==> config.mk <==
export PLATFORM = sky130hd
export DESIGN_NAME = posit_encode_es2_flat
export DESIGN_NICKNAME = d
export VERILOG_FILES = /design/src/rtl/posit_encode_es2_if.sv /design/src/rtl/posit_encode_es2.sv /design/src/flat_wrapper.sv
export SDC_FILE = /design/constraint.sdc
export NUM_CORES = 1
export LEC_CHECK = 0
export CORE_UTILIZATION = 62
export DETAILED_ROUTE_END_ITERATION = 10
export PLACE_DENSITY = 0.91
export SLEW_MARGIN = 10
export SYNTH_ARGS = -nofsm -noshare
export SYNTH_HDL_FRONTEND = slang
export SYNTH_SLANG_ARGS = --single-unit
==> constraint.sdc <==
create_clock -name clk -period 13.8 [get_ports clk]
set_input_delay 1.38 -clock clk [delete_from_list [all_inputs] [get_ports clk]]
set_output_delay 1.38 -clock clk [all_outputs]
set_load 0.01 [all_outputs]
==> src/rtl/posit_encode_es2_if.sv <==
// Handshake bundle for the posit es2 encoder.
//   start        : raw input valid (master -> slave)
//   in_ready     : encoder accepts input this cycle (slave -> master)
//   in_sum       : {sgn, scale, fraction, inf, zero} raw adder output
//   in_truncated : upstream dropped nonzero bits (sticky)
//   result       : packed posit<NBITS,2> word (slave -> master)
//   done         : result valid (slave -> master)
//   out_ready    : consumer accepts result (master -> slave)
interface posit_encode_es2_if #(
  parameter int unsigned NBITS   = 32,
  parameter int unsigned SCALE_W = 8,
  parameter int unsigned FRAC_W  = 30
);
  localparam int unsigned IN_W = 1 + SCALE_W + FRAC_W + 2;

  logic              start;
  logic              in_ready;
  logic [IN_W-1:0]   in_sum;
  logic              in_truncated;
  logic [NBITS-1:0]  result;
  logic              done;
  logic              out_ready;

  modport master (
    output start, in_sum, in_truncated, out_ready,
    input  in_ready, result, done
  );

  modport slave (
    input  start, in_sum, in_truncated, out_ready,
    output in_ready, result, done
  );
endinterface

==> src/rtl/posit_encode_es2.sv <==
// Posit<NBITS,2> encoder: 3-stage pipeline turning a raw {sgn, scale, fraction,
// inf, zero} sum plus sticky flag into a packed posit with round-to-nearest-even.
//   clk, reset_n : clock, asynchronous active-low reset
//   bus (slave)  : start/in_ready input handshake, done/out_ready output handshake
// Stage 1 decodes specials and clamps the scale, stage 2 builds and aligns the
// regime/exponent/fraction string, stage 3 rounds and applies the sign.
module posit_encode_es2 #(
  parameter int unsigned NBITS   = 32,
  parameter int unsigned SCALE_W = 8,
  parameter int unsigned FRAC_W  = 30
) (
  input  logic              clk,
  input  logic              reset_n,
  posit_encode_es2_if.slave bus
);
  localparam int unsigned MAG_W = NBITS - 1;
  localparam int unsigned IN_W  = 1 + SCALE_W + FRAC_W + 2;
  localparam int unsigned PAD_W = NBITS - 2;
  localparam int unsigned W     = 4 + FRAC_W + PAD_W;
  localparam int unsigned SMAX  = 4 * (NBITS - 2);

  localparam logic signed [SCALE_W-1:0] SMAX_S = SCALE_W'(SMAX);
  localparam logic [NBITS-1:0] NAR    = {1'b1, {MAG_W{1'b0}}};
  localparam logic [NBITS-1:0] MAXPOS = {1'b0, {MAG_W{1'b1}}};
  localparam logic [NBITS-1:0] MINPOS = NBITS'(1);

  // Global stall: every stage advances together only when the output slot frees up
  logic w_adv;
  logic w_start;
  assign w_adv   = bus.out_ready | ~bus.done;
  assign w_start = (bus.start === 1'b1);

  // ---------------- Stage 1: decode and clamp ----------------
  logic                      w1_sgn;
  logic signed [SCALE_W-1:0] w1_scale;
  logic signed [SCALE_W-1:0] w1_k;
  logic                      w1_k_neg;
  logic [SCALE_W-1:0]        w1_shamt;
  logic [FRAC_W-1:0]         w1_frac;
  logic                      w1_byp;
  logic                      w1_sgn_ok;
  logic [NBITS-1:0]          w1_byp_word;

  always_comb begin
    w1_sgn      = bus.in_sum[IN_W-1];
    w1_scale    = bus.in_sum[IN_W-2 -: SCALE_W];
    w1_frac     = bus.in_sum[FRAC_W+1:2];
    w1_k        = w1_scale >>> 2;
    w1_k_neg    = w1_k[SCALE_W-1];
    // k>=0 shifts a "10" seed right by k; k<0 shifts a "01" seed by -k-1 == ~k
    w1_shamt    = w1_k_neg ? ~w1_k : w1_k;
    w1_byp      = 1'b0;
    w1_sgn_ok   = 1'b0;
    w1_byp_word = '0;
    if (bus.in_sum[1]) begin
      w1_byp      = 1'b1;
      w1_byp_word = NAR;
    end else if (bus.in_sum[0]) begin
      w1_byp      = 1'b1;
    end else if (w1_scale > SMAX_S) begin
      w1_byp      = 1'b1;
      w1_sgn_ok   = 1'b1;
      w1_byp_word = MAXPOS;
    end else if (w1_scale < -SMAX_S) begin
      w1_byp      = 1'b1;
      w1_sgn_ok   = 1'b1;
      w1_byp_word = MINPOS;
    end
  end

  logic               r1_valid, r1_sgn, r1_byp, r1_sgn_ok, r1_k_neg, r1_trunc;
  logic [NBITS-1:0]   r1_byp_word;
  logic [SCALE_W-1:0] r1_shamt;
  logic [1:0]         r1_e;
  logic [FRAC_W-1:0]  r1_frac;

  always_ff @(posedge clk or negedge reset_n) begin
    if (!reset_n) begin
      r1_valid    <= 1'b0;
      r1_sgn      <= 1'b0;
      r1_byp      <= 1'b0;
      r1_sgn_ok   <= 1'b0;
      r1_k_neg    <= 1'b0;
      r1_trunc    <= 1'b0;
      r1_byp_word <= '0;
      r1_shamt    <= '0;
      r1_e        <= '0;
      r1_frac     <= '0;
    end else if (w_adv) begin
      r1_valid    <= w_start;
      r1_sgn      <= w1_sgn;
      r1_byp      <= w1_byp;
      r1_sgn_ok   <= w1_sgn_ok;
      r1_k_neg    <= w1_k_neg;
      r1_trunc    <= bus.in_truncated;
      r1_byp_word <= w1_byp_word;
      r1_shamt    <= w1_shamt;
      r1_e        <= w1_scale[1:0];
      r1_frac     <= w1_frac;
    end
  end

  // ---------------- Stage 2: assemble and shift ----------------
  // Arithmetic shift of the seed replicates the leading regime bit, so one
  // shifter produces both the run of ones and the run of zeros.
  logic [W-1:0] w2_seed;
  logic [W-1:0] w2_sh;

  always_comb begin
    w2_seed = {(r1_k_neg ? 2'b01 : 2'b10), r1_e, r1_frac, {PAD_W{1'b0}}};
    w2_sh   = $unsigned($signed(w2_seed) >>> r1_shamt);
  end

  logic             r2_valid, r2_sgn, r2_byp, r2_sgn_ok, r2_guard, r2_sticky;
  logic [NBITS-1:0] r2_byp_word;
  logic [MAG_W-1:0] r2_mag;

  always_ff @(posedge clk or negedge reset_n) begin
    if (!reset_n) begin
      r2_valid    <= 1'b0;
      r2_sgn      <= 1'b0;
      r2_byp      <= 1'b0;
      r2_sgn_ok   <= 1'b0;
      r2_guard    <= 1'b0;
      r2_sticky   <= 1'b0;
      r2_byp_word <= '0;
      r2_mag      <= '0;
    end else if (w_adv) begin
      r2_valid    <= r1_valid;
      r2_sgn      <= r1_sgn;
      r2_byp      <= r1_byp;
      r2_sgn_ok   <= r1_sgn_ok;
      r2_byp_word <= r1_byp_word;
      r2_mag      <= w2_sh[W-1 -: MAG_W];
      r2_guard    <= w2_sh[W-NBITS];
      r2_sticky   <= (|w2_sh[W-NBITS-1:0]) | r1_trunc;
    end
  end

  // ---------------- Stage 3: round and sign ----------------
  logic             w3_inc;
  logic             w3_neg;
  logic [NBITS-1:0] w3_rnd;
  logic [NBITS-1:0] w3_mag;
  logic [NBITS-1:0] w3_word;

  always_comb begin
    w3_inc = r2_guard & (r2_mag[0] | r2_sticky);
    w3_rnd = {1'b0, r2_mag} + NBITS'(w3_inc);
    w3_mag = w3_rnd;
    // Never round into NaR, never round a nonzero value to zero
    if (w3_rnd[NBITS-1]) begin
      w3_mag = MAXPOS;
    end else if (w3_rnd == '0) begin
      w3_mag = MINPOS;
    end
    if (r2_byp) begin
      w3_mag = r2_byp_word;
    end
    w3_neg  = r2_sgn & (~r2_byp | r2_sgn_ok);
    w3_word = w3_neg ? (~w3_mag + NBITS'(1)) : w3_mag;
  end

  logic             r3_valid;
  logic [NBITS-1:0] r3_result;

  always_ff @(posedge clk or negedge reset_n) begin
    if (!reset_n) begin
      r3_valid  <= 1'b0;
      r3_result <= '0;
    end else if (w_adv) begin
      r3_valid  <= r2_valid;
      r3_result <= w3_word;
    end
  end

  assign bus.in_ready = w_adv;
  assign bus.done     = r3_valid;
  assign bus.result   = r3_result;
endmodule

==> src/flat_wrapper.sv <==
// flat-port wrapper written by rule: the top's interface ports become plain ports
module posit_encode_es2_flat 
#(
  parameter int unsigned NBITS   = 32,
  parameter int unsigned SCALE_W = 8,
  parameter int unsigned FRAC_W  = 30
)
  (clk, reset_n, bus_start, bus_in_sum, bus_in_truncated, bus_out_ready, bus_in_ready, bus_result, bus_done);
  posit_encode_es2_if #(.NBITS(NBITS), .SCALE_W(SCALE_W), .FRAC_W(FRAC_W)) bus_i ();
  input  logic clk;
  input  logic reset_n;
  input wire logic [$bits(bus_i.start)-1:0] bus_start;
  input wire logic [$bits(bus_i.in_sum)-1:0] bus_in_sum;
  input wire logic [$bits(bus_i.in_truncated)-1:0] bus_in_truncated;
  input wire logic [$bits(bus_i.out_ready)-1:0] bus_out_ready;
  output wire logic [$bits(bus_i.in_ready)-1:0] bus_in_ready;
  output wire logic [$bits(bus_i.result)-1:0] bus_result;
  output wire logic [$bits(bus_i.done)-1:0] bus_done;
  assign bus_i.start = bus_start;
  assign bus_i.in_sum = bus_in_sum;
  assign bus_i.in_truncated = bus_in_truncated;
  assign bus_i.out_ready = bus_out_ready;
  assign bus_in_ready = bus_i.in_ready;
  assign bus_result = bus_i.result;
  assign bus_done = bus_i.done;
  posit_encode_es2 #(.NBITS(NBITS), .SCALE_W(SCALE_W), .FRAC_W(FRAC_W)) u_core (.clk(clk), .reset_n(reset_n), .bus(bus_i));
endmodule
# Word level (Yosys, flattened, before mapping)
# Cells that the tools add are included.
# word_totals
reg_bits	180
latch_bits	0
mem_bits_rw	0
romBits	0
in_bits	46
elab_cells	54
mem_count	0
# op_classes
addsub	2
n_mul	0
n_div	0
n_lt_le_gt_ge	2
n_eq_ne	1
n_shift	1
muxes	16
bitwise	10
n_reduce_logical	2
# op_table
cell	n
2-to-1 mux 32 bit	6
>>> shifter 64 x 8 -> 64 bit	1
adder 31 x 1 -> 32 bit	1
adder 32 x 1 -> 32 bit, second input constant	1
logical NOT 32 bit	1
NOT 32 bit	1
OR reduction 32 bit	1
2-to-1 mux 31 bit	1
> comparator 8 bit, second input constant	1
less-than comparator 8 bit, second input constant	1
2-to-1 mux 8 bit	1
NOT 6 -> 8 bit	1
2-to-1 mux 1 bit	7
OR 1 bit	4
AND 1 bit	2
2-to-1 mux 2 bit	1
NOT 1 bit	2
=== test 1 bit, second input constant	1

# Longest topological paths before layout
# Gate-level depths: netlist (run 1).
# depth
ltp_word	10
depth_mapped	21

# Least setup slack after synthesis (run 1)
# Ideal clock, no wire load.
# synth_path
path_kind	register -> register
start	register u_core.r2_mag[0]
end	register u_core.r3_result[26], in the netlist u_core.bus.result[26]
setup_ns	0.142
t_arrival_ns	4.343
t_required_ns	13.658
setup_slack_ns	9.315
stages_incl_launch_ff	22
n_path_buf	3
path_cell_list	dfrtp_1 o21a_1 ha_1 ha_1 buf_4 nand3_1 buf_2 or4_1 o41ai_1 nand4_1 or4_4 nor4_4 buf_4 o31ai_1 ha_1 nand2_1 o31a_1 o31ai_1 and3_1 a21oi_1 xnor2_1 a21oi_1
# synth_between
elab_chain_cells	10
# synth_rtl
element	line_no	text
start, declared	posit_encode_es2.sv:116	logic [MAG_W-1:0] r2_mag;
start signal, assigned	posit_encode_es2.sv:134	r2_mag <= w2_sh[W-1 -: MAG_W];
OR 1 bit	posit_encode_es2.sv:148	w3_inc = r2_guard & (r2_mag[0] | r2_sticky);
AND 1 bit	posit_encode_es2.sv:148	
adder 31 x 1 -> 32 bit *	posit_encode_es2.sv:149	w3_rnd = {1'b0, r2_mag} + NBITS'(w3_inc);
logical NOT 32 bit	posit_encode_es2.sv:154	end else if (w3_rnd == '0) begin
2-to-1 mux 31 bit	posit_encode_es2.sv:154	
2-to-1 mux 32 bit *	posit_encode_es2.sv:152	if (w3_rnd[NBITS-1]) begin
2-to-1 mux 32 bit *	posit_encode_es2.sv:157	if (r2_byp) begin
NOT 32 bit	posit_encode_es2.sv:161	w3_word = w3_neg ? (~w3_mag + NBITS'(1)) : w3_mag;
adder 32 x 1 -> 32 bit	posit_encode_es2.sv:161	
2-to-1 mux 32 bit *	posit_encode_es2.sv:161	
end signal, assigned	posit_encode_es2.sv:173	r3_result <= w3_word;
end, declared	posit_encode_es2.sv:165	logic [NBITS-1:0] r3_result;
# Every way passes the cells marked *; elsewhere a longest branch is shown, timed or not.
# A chain may end at the register's enable or synchronous reset.

# Final worst setup path (run 1)
# layout_path
start	register u_core.r2_mag[0]
end	register u_core.r3_result[24], in the netlist u_core.bus.result[24]
# Same word-level chain as after synthesis.

==> results of run 1 <==
==> report_power, final <==
part | total (W) | internal [W] | switching, W
Clock | 0.000485 | 0.000293 | 0.000192
Sequential | 0.000652 | 0.000471 | 0.000182
Combinational | 0.00106 | 0.000437 | 0.000625
Total | 0.00220 | 0.00120 | 0.000998
==> how the worst min path moves through the flow <==
| stage | startpoint | endpoint | slack, ns | cells past startpoint |
|---|---|---|---|---|
| after global routing | u_core.r2_valid$_DFFE_PN0P_ | u_core.r2_valid$_DFFE_PN0P_ | 0.49 | 2 |
| final | u_core.r2_valid$_DFFE_PN0P_ | u_core.r2_valid$_DFFE_PN0P_ | 0.46 | 2 |
| after global placement | u_core.r2_valid$_DFFE_PN0P_ | u_core.r2_valid$_DFFE_PN0P_ | 0.44 | 2 |
| after CTS | u_core.r2_valid$_DFFE_PN0P_ | u_core.r2_valid$_DFFE_PN0P_ | 0.46 | 2 |
| after detailed placement | u_core.r2_byp_word[0]$_DFFE_PN0P_ | u_core.r2_byp_word[0]$_DFFE_PN0P_ | 0.45 | 2 |
| after floorplan | u_core.r2_byp_word[0]$_DFFE_PN0P_ | u_core.r2_byp_word[0]$_DFFE_PN0P_ | 0.43 | 2 |
==> metrics by stage <==
stage / hold slack, ns / std cells
CTS: 0.462 / 1270
global placement: 0.440 / 1238
finish: 0.462 / 1270
global route: 0.486 / 1270
floorplan: 0.430 / 1058
detailed placement: 0.447 / 1238
==> per-layer routing <==
metal | share of wire | GRT usage
met1 | 0.40 | 0.485
met2 | 0.48 | 0.597
met3 | 0.084 | 0.0767
met4 | 0.034 | 0.153
met5 | 0 | 0
==> critical path, delay by kind of cell (launching register included) <==
| kind | cells | cell delay, ns |
|---|---|---|
| AO/OA/AOI/OAI | 7 | 1.37 |
| AND/OR/NAND/NOR | 7 | 2.69 |
| flip-flops | 1 | 0.39 |
| XOR/XNOR | 1 | 0.15 |
| adder cells (fa/ha/maj) | 3 | 0.80 |
==> sequential cells by signal, indices dropped and copies added (netlist names) <==
register            count
u_core.r1_trunc         1
u_core.r1_sgn           1
u_core.r2_byp           1
u_core.r2_sgn           1
u_core.r2_byp_word      3
u_core.r2_guard         1
u_core.r1_byp           1
u_core.r1_e             2
u_core.r1_valid         1
u_core.r1_shamt         5
u_core.r2_sticky        1
u_core.r2_mag          31
u_core.bus.result      32
u_core.r1_frac         30
u_core.r1_k_neg         1
u_core.r1_byp_word      3
u_core.r2_valid         1
u_core.bus.done         1
==> logic make-up after synthesis <==
family,share of synthesized area
compound gates,0.190
simple gates,0.258
mux,0.0926
fa+ha+maj,0.00893
buf+inv,0.0453
flops,0.348
xor+xnor,0.0573
==> final cells by class <==
type                            instances  area, sq um
Clock buffer                           17          425
Multi-Input combinational cell        848         5100
Timing Repair Buffer                   88          856
Tap cell                              176          220
Fill cell                             992         3460
Clock inverter                         15          208
Inverter                                9         36.3
Sequential cell                       117         2930
==> cell usage after synthesis (4+ instances only) <==
library cell    n  area [sq um]
a211o_1         5          43.8
a211oi_1        7          52.6
a21o_1          4          30.0
a21oi_1        75           375
a31oi_1        17           106
and2_1         10          62.6
and3_1          6          37.5
and4_1          6          52.6
buf_1           7          26.3
buf_2           7          35.0
buf_4           6          45.0
clkbuf_1       64           240
dfrtp_1       117          2930
ha_1            6          75.1
inv_1           7          26.3
mux2_2         10           113
mux2i_1        26           260
mux4_2         18           405
nand2_1       266           998
nand2b_1       13          81.3
nand3_1        20           100
nand4_1        21           131
nor2_1         80           300
nor2b_1         4          25.0
nor3_1         15          75.1
nor4_1         11          68.8
o211ai_1       16           120
o21a_1         15           113
o21ai_0        67           335
o311ai_1        4          35.0
o31ai_1        11          82.6
or3_1           6          37.5
or4_1           7          52.6
xnor2_1        29           254
xor2_1         26           228
==> metrics.csv, run 1 <==
stage,metric,value,unit
run_status,status,completed,
power,IR Drop Worst-Case VDD,0.122,mV
grt,GRT Total Usage,0.370,
grt,largest net degree at the start of global routing,110,
logic_synthesis,Ys Warns,0,
critical_path,CP max stage delay,0.74,ns
die,# IOs,80,
timing,post-layout minimum cycle time,5.56,ns
logic_synthesis,Post-Syn Nets,1110,
critical_path,Crit-path slowest cell,or4_1,
placed_design,routability cong.,0.953,
cts,CTS sink cnt,117,
die,initial core utilization,0.634,
grt,vias in the first global route,7717,
cells_and_area,fin area,0.00978,sq mm
die,Die H,118,um
grt,grt ovf,0,
cts,total CTS buffers,17,
cells_and_area,# diodes,0,
route,ANT nets after route,0,
timing,fmax,180,MHz
critical_path,CP arrival,5.84,ns
logic_synthesis,Post-synth EDFFs,0,
die,Die ar.,0.0140,sq mm
cells_and_area,Area growth syn-to-layout,16.4,%
critical_path,Critical Path Source,u_core.r2_mag[0]$_DFFE_PN0P_,
placed_design,Buffers on Ports,79,
timing,max-slew violations,0,
critical_path,"Req. time, crit path",14.08,ns
cts,htree depth,4,
cts,Worst-path clk slew,0.07,ns
critical_path,RR Startpoint,u_core.r2_mag[0]$_DFFE_PN0P_,
critical_path,r2r setup slk,8.24,ns
cells_and_area,"commonest non-fill, non-tap cells in the layout","nand2_1 (266), dfrtp_1 (116), nor2_1 (80), clkdlybuf4s50_1 (78), a21oi_1 (75)",
critical_path,path depth of the worst reg2reg path,18,
logic_synthesis,Synth Register Bits,117,
route,Starting DRT DRC Count,1124,
route,routed len/inst,19.2,um
logic_synthesis,syn_area_per_cell,7.94,sq um
cts,maximum buffer depth of the clock tree,2,
timing,Final Worst Setup Slack,8.24,ns
cts,root buffer cell,clkbuf_16,
logic_synthesis,"Seq/Total Area, Yosys",0.348,
cells_and_area,final net count,1133,
critical_path,CP endpoint kind,register,
timing,actual slew at the worst max-slew pin,1.07,ns
placed_design,DP Area,0.00915,sq mm
timing,max_slew headroom,0.284,
cells_and_area,final core utilization,0.738,
logic_synthesis,"FFs w/ async S/R, synth",1.00,
cts,setup bufs post-CTS,0,
critical_path,worst setup path end,u_core.bus.result[24]$_DFFE_PN0P_,
logic_synthesis,Synth cell types,72,
job,MaxCap Viol Count,0,
min_path,Hold WC Path Type,register to register,
die,core region area,0.0132,sq mm
critical_path,"critical path fanouts, max",12,
timing,RSZ-0062 raised after global routing,no,
die,chip width,118,um
critical_path,Crit Reg-Reg Endpoint,u_core.bus.result[24]$_DFFE_PN0P_,
placed_design,pre-CTS WS,8.37,ns
cts,"Clk Latency, worst-skew pair",0.44,ns
cts,TritonCTS clock tree,built,
grt,initial antenna violation count,0,
route,via count,8246,
power,leakage power,4.05,nW
cts,post-cts resize count,0,
critical_path,crit path launch type,register,
route,DR DRC count,0,
grt,first-pass GRT wire length,40.7,mm
die,num rows,42,
power,Tot Pwr,0.00220,W
power,PwrDens,225,mW/mm^2
timing,final setup vio count,0,
critical_path,kind of critical path,register to register,
route,Vias/cell,6.49,
timing,Clock Skew,0.0129,ns
cells_and_area,layout cells sized above 1,0.0786,
cts,Post-CTS Hold Buffers,0,
timing,final worst-path cycle share,0.403,
logic_synthesis,Main synth FF type,dfrtp_1,
placed_design,Post-DP HPWL,16.4,mm
route,DRT Pass-1 Iters,7,
route,final wirelength,24.4,mm
logic_synthesis,Syn Std Cell Area,0.00840,sq mm
critical_path,crit-path most repeated cell,ha_1,
cells_and_area,"most common cell after layout, fill and taps aside",nand2_1,
logic_synthesis,Synth Instances,1058,
timing,post-route setup TNS,0,ns
critical_path,"Cell Chain, Critical Path",o21a_1 > ha_1 > ha_1 > nand3_1 > or4_1 > o31ai_2 > nand4_1 > or4_4 > nor4_4 > o31ai_1 > ha_1 > nand2_1 > o31a_1 > o31ai_1 > and2_1 > a21oi_1 > xnor2_1 > o21ai_0,
timing,count of final hold-check violations,0,
Power figures use the tool's default switching activity.
==> inputs of run 2 (changes only) <==
--- a/config.mk
+++ b/config.mk
@@ -5,9 +5,9 @@
 export SDC_FILE = /design/constraint.sdc
 export NUM_CORES = 1
 export LEC_CHECK = 0
-export CORE_UTILIZATION = 62
+export CORE_UTILIZATION = 53
 export DETAILED_ROUTE_END_ITERATION = 10
-export PLACE_DENSITY = 0.91
+export PLACE_DENSITY = 0.84
 export SLEW_MARGIN = 10
 export SYNTH_ARGS = -nofsm -noshare
 export SYNTH_HDL_FRONTEND = slang
==> constraint.sdc (replaced) <==
create_clock -name clk -period 4.85 [get_ports clk]
set_input_delay 0.485 -clock clk [delete_from_list [all_inputs] [get_ports clk]]
set_output_delay 0.485 -clock clk [all_outputs]
set_load 0.01 [all_outputs]
==> metrics.csv, run 2 (synthesis results as in run 1) <==
stage,metric,value,unit,change
run_status,status,completed,,unchanged
placed_design,DP Area,0.00929,sq mm,was 0.00915 sq mm
min_path,Hold WC Path Type,primary input to async pin,,was register to register
power,P_int,0.00344,W,was 0.00120 W
critical_path,r2r setup slk,0.28,ns,was 8.24 ns
job,MaxCap Viol Count,0,,unchanged
die,chip width,128,um,was 118 um
power,sw frac,0.445,,was 0.454
grt,grt ovf,0,,unchanged
cells_and_area,Fill cells,1333,,was 992
grt,vias in the first global route,7410,,was 7717
die,initial core utilization,0.549,,was 0.634
cts,CTS sink cnt,117,,unchanged
timing,max_slew headroom,0.317,,was 0.284
critical_path,kind of critical path,register to register,,unchanged
route,DRT Pass-1 Iters,5,,was 7
critical_path,CP arrival,4.92,ns,was 5.84 ns
grt,largest net degree at the start of global routing,92,,was 110
cells_and_area,"commonest non-fill, non-tap cells in the layout","nand2_1 (266), dfrtp_1 (116), nor2_1 (80), clkdlybuf4s50_1 (78), a21oi_1 (75)",,unchanged
cells_and_area,Area growth syn-to-layout,18.2,%,was 16.4%
timing,fmax,219,MHz,was 180 MHz
critical_path,RR Startpoint,u_core.r2_mag[0]$_DFFE_PN0P_,,unchanged
die,num rows,45,,was 42
placed_design,routability cong.,0.934,,was 0.953
critical_path,Crit Reg-Reg Endpoint,u_core.bus.result[8]$_DFFE_PN0P_,,was u_core.bus.result[24]$_DFFE_PN0P_
critical_path,"Req. time, crit path",5.20,ns,was 14.08 ns
critical_path,crit path launch type,register,,unchanged
cts,"Clk Latency, worst-skew pair",0.43,ns,was 0.44 ns
grt,GRT Total Usage,0.298,,was 0.370
power,leakage power,4.12,nW,was 4.05 nW
cts,TritonCTS clock tree,built,,unchanged
power,PwrDens,624,mW/mm^2,was 225 mW/mm^2
critical_path,path depth of the worst reg2reg path,17,,was 18
power,Clk pwr share,0.214,,was 0.221
timing,post-route setup TNS,0,ns,unchanged
die,# IOs,80,,unchanged
route,via count,8027,,was 8246
cts,total CTS buffers,17,,unchanged
timing,max-slew violations,0,,unchanged
power,Net Switching,0.00276,W,was 0.000998 W
cts,htree depth,4,,unchanged
cells_and_area,layout cells sized above 1,0.0939,,was 0.0786
route,Starting DRT DRC Count,915,,was 1124
placed_design,Buffers on Ports,79,,unchanged
die,Die ar.,0.0164,sq mm,was 0.0140 sq mm
power,IR Drop Worst-Case VDD,0.330,mV,was 0.122 mV
cells_and_area,# diodes,0,,unchanged
timing,actual slew at the worst max-slew pin,1.02,ns,was 1.07 ns
die,Die H,128,um,was 118 um
grt,initial antenna violation count,0,,unchanged
timing,count of final hold-check violations,0,,unchanged
route,DR DRC count,0,,unchanged
cells_and_area,final net count,1147,,was 1133
timing,final worst-path cycle share,0.943,,was 0.403
power,sequential power share,0.295,,was 0.297
cts,setup bufs post-CTS,0,,unchanged
cells_and_area,max reg flops,32,,unchanged
timing,post-layout minimum cycle time,4.57,ns,was 5.56 ns
power,Combinational Power Share,0.491,,was 0.483
cts,Post-CTS Hold Buffers,0,,unchanged
route,final wirelength,23.1,mm,was 24.4 mm
cts,maximum buffer depth of the clock tree,2,,unchanged
route,ANT nets after route,0,,unchanged
critical_path,CP endpoint kind,register,,unchanged
cts,Worst-path clk slew,0.06,ns,was 0.07 ns
cells_and_area,fin area,0.00993,sq mm,was 0.00978 sq mm
timing,final setup vio count,0,,unchanged
grt,first-pass GRT wire length,38.0,mm,was 40.7 mm
route,routed len/inst,17.5,um,was 19.2 um
die,core region area,0.0153,sq mm,was 0.0132 sq mm
route,Vias/cell,6.09,,was 6.49
cells_and_area,"most common cell after layout, fill and taps aside",nand2_1,,unchanged
timing,Clock Skew,0.0105,ns,was 0.0129 ns
placed_design,Post-DP HPWL,16.4,mm,about the same
cts,post-cts resize count,0,,unchanged
timing,RSZ-0062 raised after global routing,no,,unchanged
cts,root buffer cell,clkbuf_16,,unchanged
critical_path,"critical path fanouts, max",5,,was 12
## run 2: how the worst max path moves through the flow
stage	start	to	slack, ns	cells after the start
final	u_core.r2_mag[0]$_DFFE_PN0P_	u_core.bus.result[8]$_DFFE_PN0P_	0.28	17
after CTS	u_core.r2_mag[0]$_DFFE_PN0P_	u_core.bus.result[18]$_DFFE_PN0P_	0.20	18
after detailed placement	u_core.r2_mag[0]$_DFFE_PN0P_	u_core.bus.result[30]$_DFFE_PN0P_	0.22	18
after global routing	u_core.r2_mag[0]$_DFFE_PN0P_	u_core.bus.result[24]$_DFFE_PN0P_	0.05	19
after global placement	u_core.r2_mag[0]$_DFFE_PN0P_	u_core.bus.result[26]$_DFFE_PN0P_	0.34	18
after floorplan	u_core.r2_mag[0]$_DFFE_PN0P_	u_core.bus.result[26]$_DFFE_PN0P_	0.37	21
## run 2: power by group through the flow
stage	combinational [W]	clock, W	sequential [W]
after global routing	0.00333	0.00140	0.00188
after detailed placement	0.00297	0	0.00182
after global placement	0.00293	0	0.00181
after floorplan	0.00215	0	0.00166
final	0.00304	0.00133	0.00183
after CTS	0.00299	0.00134	0.00181
## run 2: stage by stage
stage                     utilization  setup WS (ns)  hold slack, ns  cells  power (W)
after global routing            0.649         0.0494           0.269   1319    0.00661
final                           0.649          0.276           0.197   1319    0.00620
after detailed placement        0.607          0.222           0.450   1287    0.00479
after global placement          0.607          0.337           0.444   1287    0.00474
after floorplan                     -          0.365           0.189   1058    0.00381
after CTS                       0.647          0.197           0.224   1319    0.00615
## run 2: critical path, cell delays in order, from the launching register on
cell     delay, ns
dfrtp_1       0.37
o21a_1        0.12
ha_1          0.20
ha_1          0.18
nand3_1       0.14
or4_1         0.49
or4b_2        0.67
nand4_1       0.13
or4_4         0.14
nor4_4        0.04
o31ai_1       0.28
ha_1          0.25
nand2_1       0.07
o31a_1        0.32
o31ai_1       0.54
nand2_1       0.10
a32o_1        0.28
a21oi_1       0.15
## run 2: area by class of cell
cell class	instances	area (sq um)	area share
Tap cell	211	264	0.0266
Multi-Input combinational cell	848	5130	0.516
Clock buffer	17	425	0.0428
Clock inverter	15	191	0.0193
Sequential cell	117	2930	0.295
Timing Repair Buffer	102	961	0.0967
Inverter	9	36.3	0.00365
## run 2: layer usage
metal	track usage	wire length [um]	up-vias
met4	0.105	548	0
met5	0	0	-
li1	-	-	3821
met3	0.0576	1580	50
met2	0.469	10900	315
met1	0.411	10100	3841
==> inputs of run 3 (changes only) <==
--- a/config.mk
+++ b/config.mk
@@ -7,7 +7,7 @@
 export LEC_CHECK = 0
 export CORE_UTILIZATION = 53
 export DETAILED_ROUTE_END_ITERATION = 10
-export PLACE_DENSITY = 0.84
+export PLACE_DENSITY_LB_ADDON = 0.15
 export SLEW_MARGIN = 10
 export SYNTH_ARGS = -nofsm -noshare
 export SYNTH_HDL_FRONTEND = slang
==> metrics.csv, run 3 (synthesis results as in run 1) <==
stage,metric,value,unit,change
cells_and_area,final net count,1149,,was 1147
timing,actual slew at the worst max-slew pin,1.01,ns,was 1.02 ns
route,ANT nets after route,0,,unchanged
route,DR DRC count,0,,unchanged
die,initial core utilization,0.549,,unchanged
timing,count of final hold-check violations,0,,unchanged
route,via count,7933,,was 8027
placed_design,routability cong.,0.964,,was 0.934
cts,Worst-path clk slew,0.06,ns,about the same
die,# IOs,80,,unchanged
cts,htree depth,4,,unchanged
critical_path,crit path launch type,register,,unchanged
critical_path,"critical path fanouts, max",5,,unchanged
power,leakage power,4.12,nW,about the same
route,Vias/cell,6.01,,was 6.09
grt,largest net degree at the start of global routing,109,,was 92
die,Die H,128,um,unchanged
die,chip width,128,um,unchanged
cells_and_area,sequential cell area,0.00293,sq mm,unchanged
route,routed len/inst,17.6,um,was 17.5 um
grt,initial antenna violation count,0,,unchanged
cells_and_area,max reg flops,32,,unchanged
critical_path,kind of critical path,register to register,,unchanged
cells_and_area,multi-input logic area,0.00513,sq mm,about the same
die,num rows,45,,unchanged
power,PwrDens,624,mW/mm^2,about the same
cts,total CTS buffers,17,,unchanged
power,IR Drop Worst-Case VDD,0.321,mV,was 0.330 mV
cells_and_area,"commonest non-fill, non-tap cells in the layout","nand2_1 (266), dfrtp_1 (116), nor2_1 (80), clkdlybuf4s50_1 (78), a21oi_1 (75)",,unchanged
cells_and_area,Fill cells,1382,,was 1333
timing,post-layout minimum cycle time,4.60,ns,was 4.57 ns
route,DRT Pass-1 Iters,7,,was 5
grt,GRT Total Usage,0.302,,was 0.298
grt,vias in the first global route,7242,,was 7410
job,MaxCap Viol Count,0,,unchanged
power,Tot Pwr,0.00620,W,about the same
cells_and_area,layout cells sized above 1,0.0946,,was 0.0939
timing,Hold WS,0.138,ns,was 0.197 ns
cts,TritonCTS clock tree,built,,unchanged
timing,max_slew headroom,0.325,,was 0.317
timing,final worst-path cycle share,0.948,,was 0.943
grt,first-pass GRT wire length,38.2,mm,was 38.0 mm
critical_path,CP arrival,4.87,ns,was 4.92 ns
timing,max-slew violations,0,,unchanged
timing,fmax,217,MHz,was 219 MHz
grt,grt ovf,0,,unchanged
cells_and_area,"most common cell after layout, fill and taps aside",nand2_1,,unchanged
cts,root buffer cell,clkbuf_16,,unchanged
die,Die ar.,0.0164,sq mm,unchanged
run_status,status,completed,,unchanged
cells_and_area,# diodes,0,,unchanged
min_path,Hold WC Path Type,primary input to async pin,,unchanged
critical_path,"Req. time, crit path",5.12,ns,was 5.20 ns
timing,final setup vio count,0,,unchanged
cts,maximum buffer depth of the clock tree,2,,unchanged
cts,CTS sink cnt,117,,unchanged
route,final wirelength,23.3,mm,was 23.1 mm
critical_path,CP endpoint kind,register,,unchanged
placed_design,Buffers on Ports,79,,unchanged
cells_and_area,Area growth syn-to-layout,18.3,%,was 18.2%
placed_design,Post-DP HPWL,16.4,mm,about the same
route,Starting DRT DRC Count,732,,was 915
timing,Clock Skew,0.0119,ns,was 0.0105 ns
die,core region area,0.0153,sq mm,unchanged
cts,"Clk Latency, worst-skew pair",0.44,ns,was 0.43 ns
run 3: changes by cell type in the layout (fill, tap and decap cells not counted), sizes merged:
| cell | previous run | this run |
|---|---|---|
| buf | 24 | 26 |
| clkinv | 5 | 4 |
| clkinvlp | 1 | 2 |
| bufinv | 3 | 2 |
| clkbuf | 17 | 18 |
run 3: final timing paths:
path                                                   start                                end  slack, ns  depth (start not counted)
worst min-delay path                                 reset_n       u_core.r2_mag[7]$_DFFE_PN0P_       0.14                          1
max in group asynchronous                            reset_n     u_core.r1_shamt[0]$_DFFE_PN0P_       3.81                          2
worst max-delay path            u_core.r2_mag[0]$_DFFE_PN0P_  u_core.bus.result[24]$_DFFE_PN0P_       0.25                         18
worst min register to register   u_core.r2_valid$_DFFE_PN0P_        u_core.bus.done$_DFFE_PN0P_       0.46                          1
worst max register to register  u_core.r2_mag[0]$_DFFE_PN0P_  u_core.bus.result[24]$_DFFE_PN0P_       0.25                         18
min in group clk                 u_core.r2_valid$_DFFE_PN0P_        u_core.bus.done$_DFFE_PN0P_       0.46                          1
run 3: report_power, final:
| group | leakage (nW) | total [W] | switching, W | internal [W] |
|---|---|---|---|---|
| clock network | 0.292 | 0.00130 | 0.000512 | 0.000784 |
| logic | 2.43 | 0.00308 | 0.00179 | 0.00128 |
| registers | 1.40 | 0.00183 | 0.000486 | 0.00134 |
| total | 4.12 | 0.00620 | 0.00279 | 0.00341 |
run 3: layer usage:
metal  GRT usage  up-vias  share of wire
met2       0.463      293           0.45
met1       0.429     3754           0.46
met3      0.0547       43          0.063
li1            -     3843              -
met5           0        -              0
met4       0.105        0          0.025
run 3: timing repair:
item / 4_1_cts / 5_1_grt
gates resized for setup: 0 / 4
hold buffers: 0 / 0
buffers inserted: 0 / 0
setup endpoints to repair: 0 / 6
run 3: worst max-delay path: stages (launching register included):
cell and delay (ns):
dfrtp_1 0.37, o21a_1 0.12, ha_1 0.20, ha_1 0.19, nand3_1 0.13, or4_1 0.48
o41ai_2 0.39, nand4_1 0.15, or4_4 0.51, nor4_4 0.29, o31ai_1 0.13, ha_1 0.29
nand2_1 0.14, o31a_1 0.31, o31ai_4 0.14, and2_1 0.18, a21oi_1 0.18, xnor2_1 0.14
o21ai_0 0.08
run 3: metrics by stage:
step / setup slack [ns] / TNS [ns] / instance area (sq um) / cells / utilization
after global routing: -0.0299 / -0.0562 / 9940 / 1321 / 0.649
after global placement: 0.339 / 0 / 9310 / 1289 / 0.608
after detailed placement: 0.166 / 0 / 9310 / 1289 / 0.608
final: 0.250 / 0 / 9940 / 1321 / 0.649
after floorplan: 0.365 / 0 / 8400 / 1058 / -
after CTS: 0.133 / 0 / 9910 / 1321 / 0.647
run 3: cell type report:
type | instances | share of cell area
clock buffers | 18 | 0.0442
repair buffers | 104 | 0.0982
multi-input cells | 848 | 0.516
well taps | 211 | 0.0266
inverters | 9 | 0.00365
clock inverters | 14 | 0.0165
flip-flops and latches | 117 | 0.295
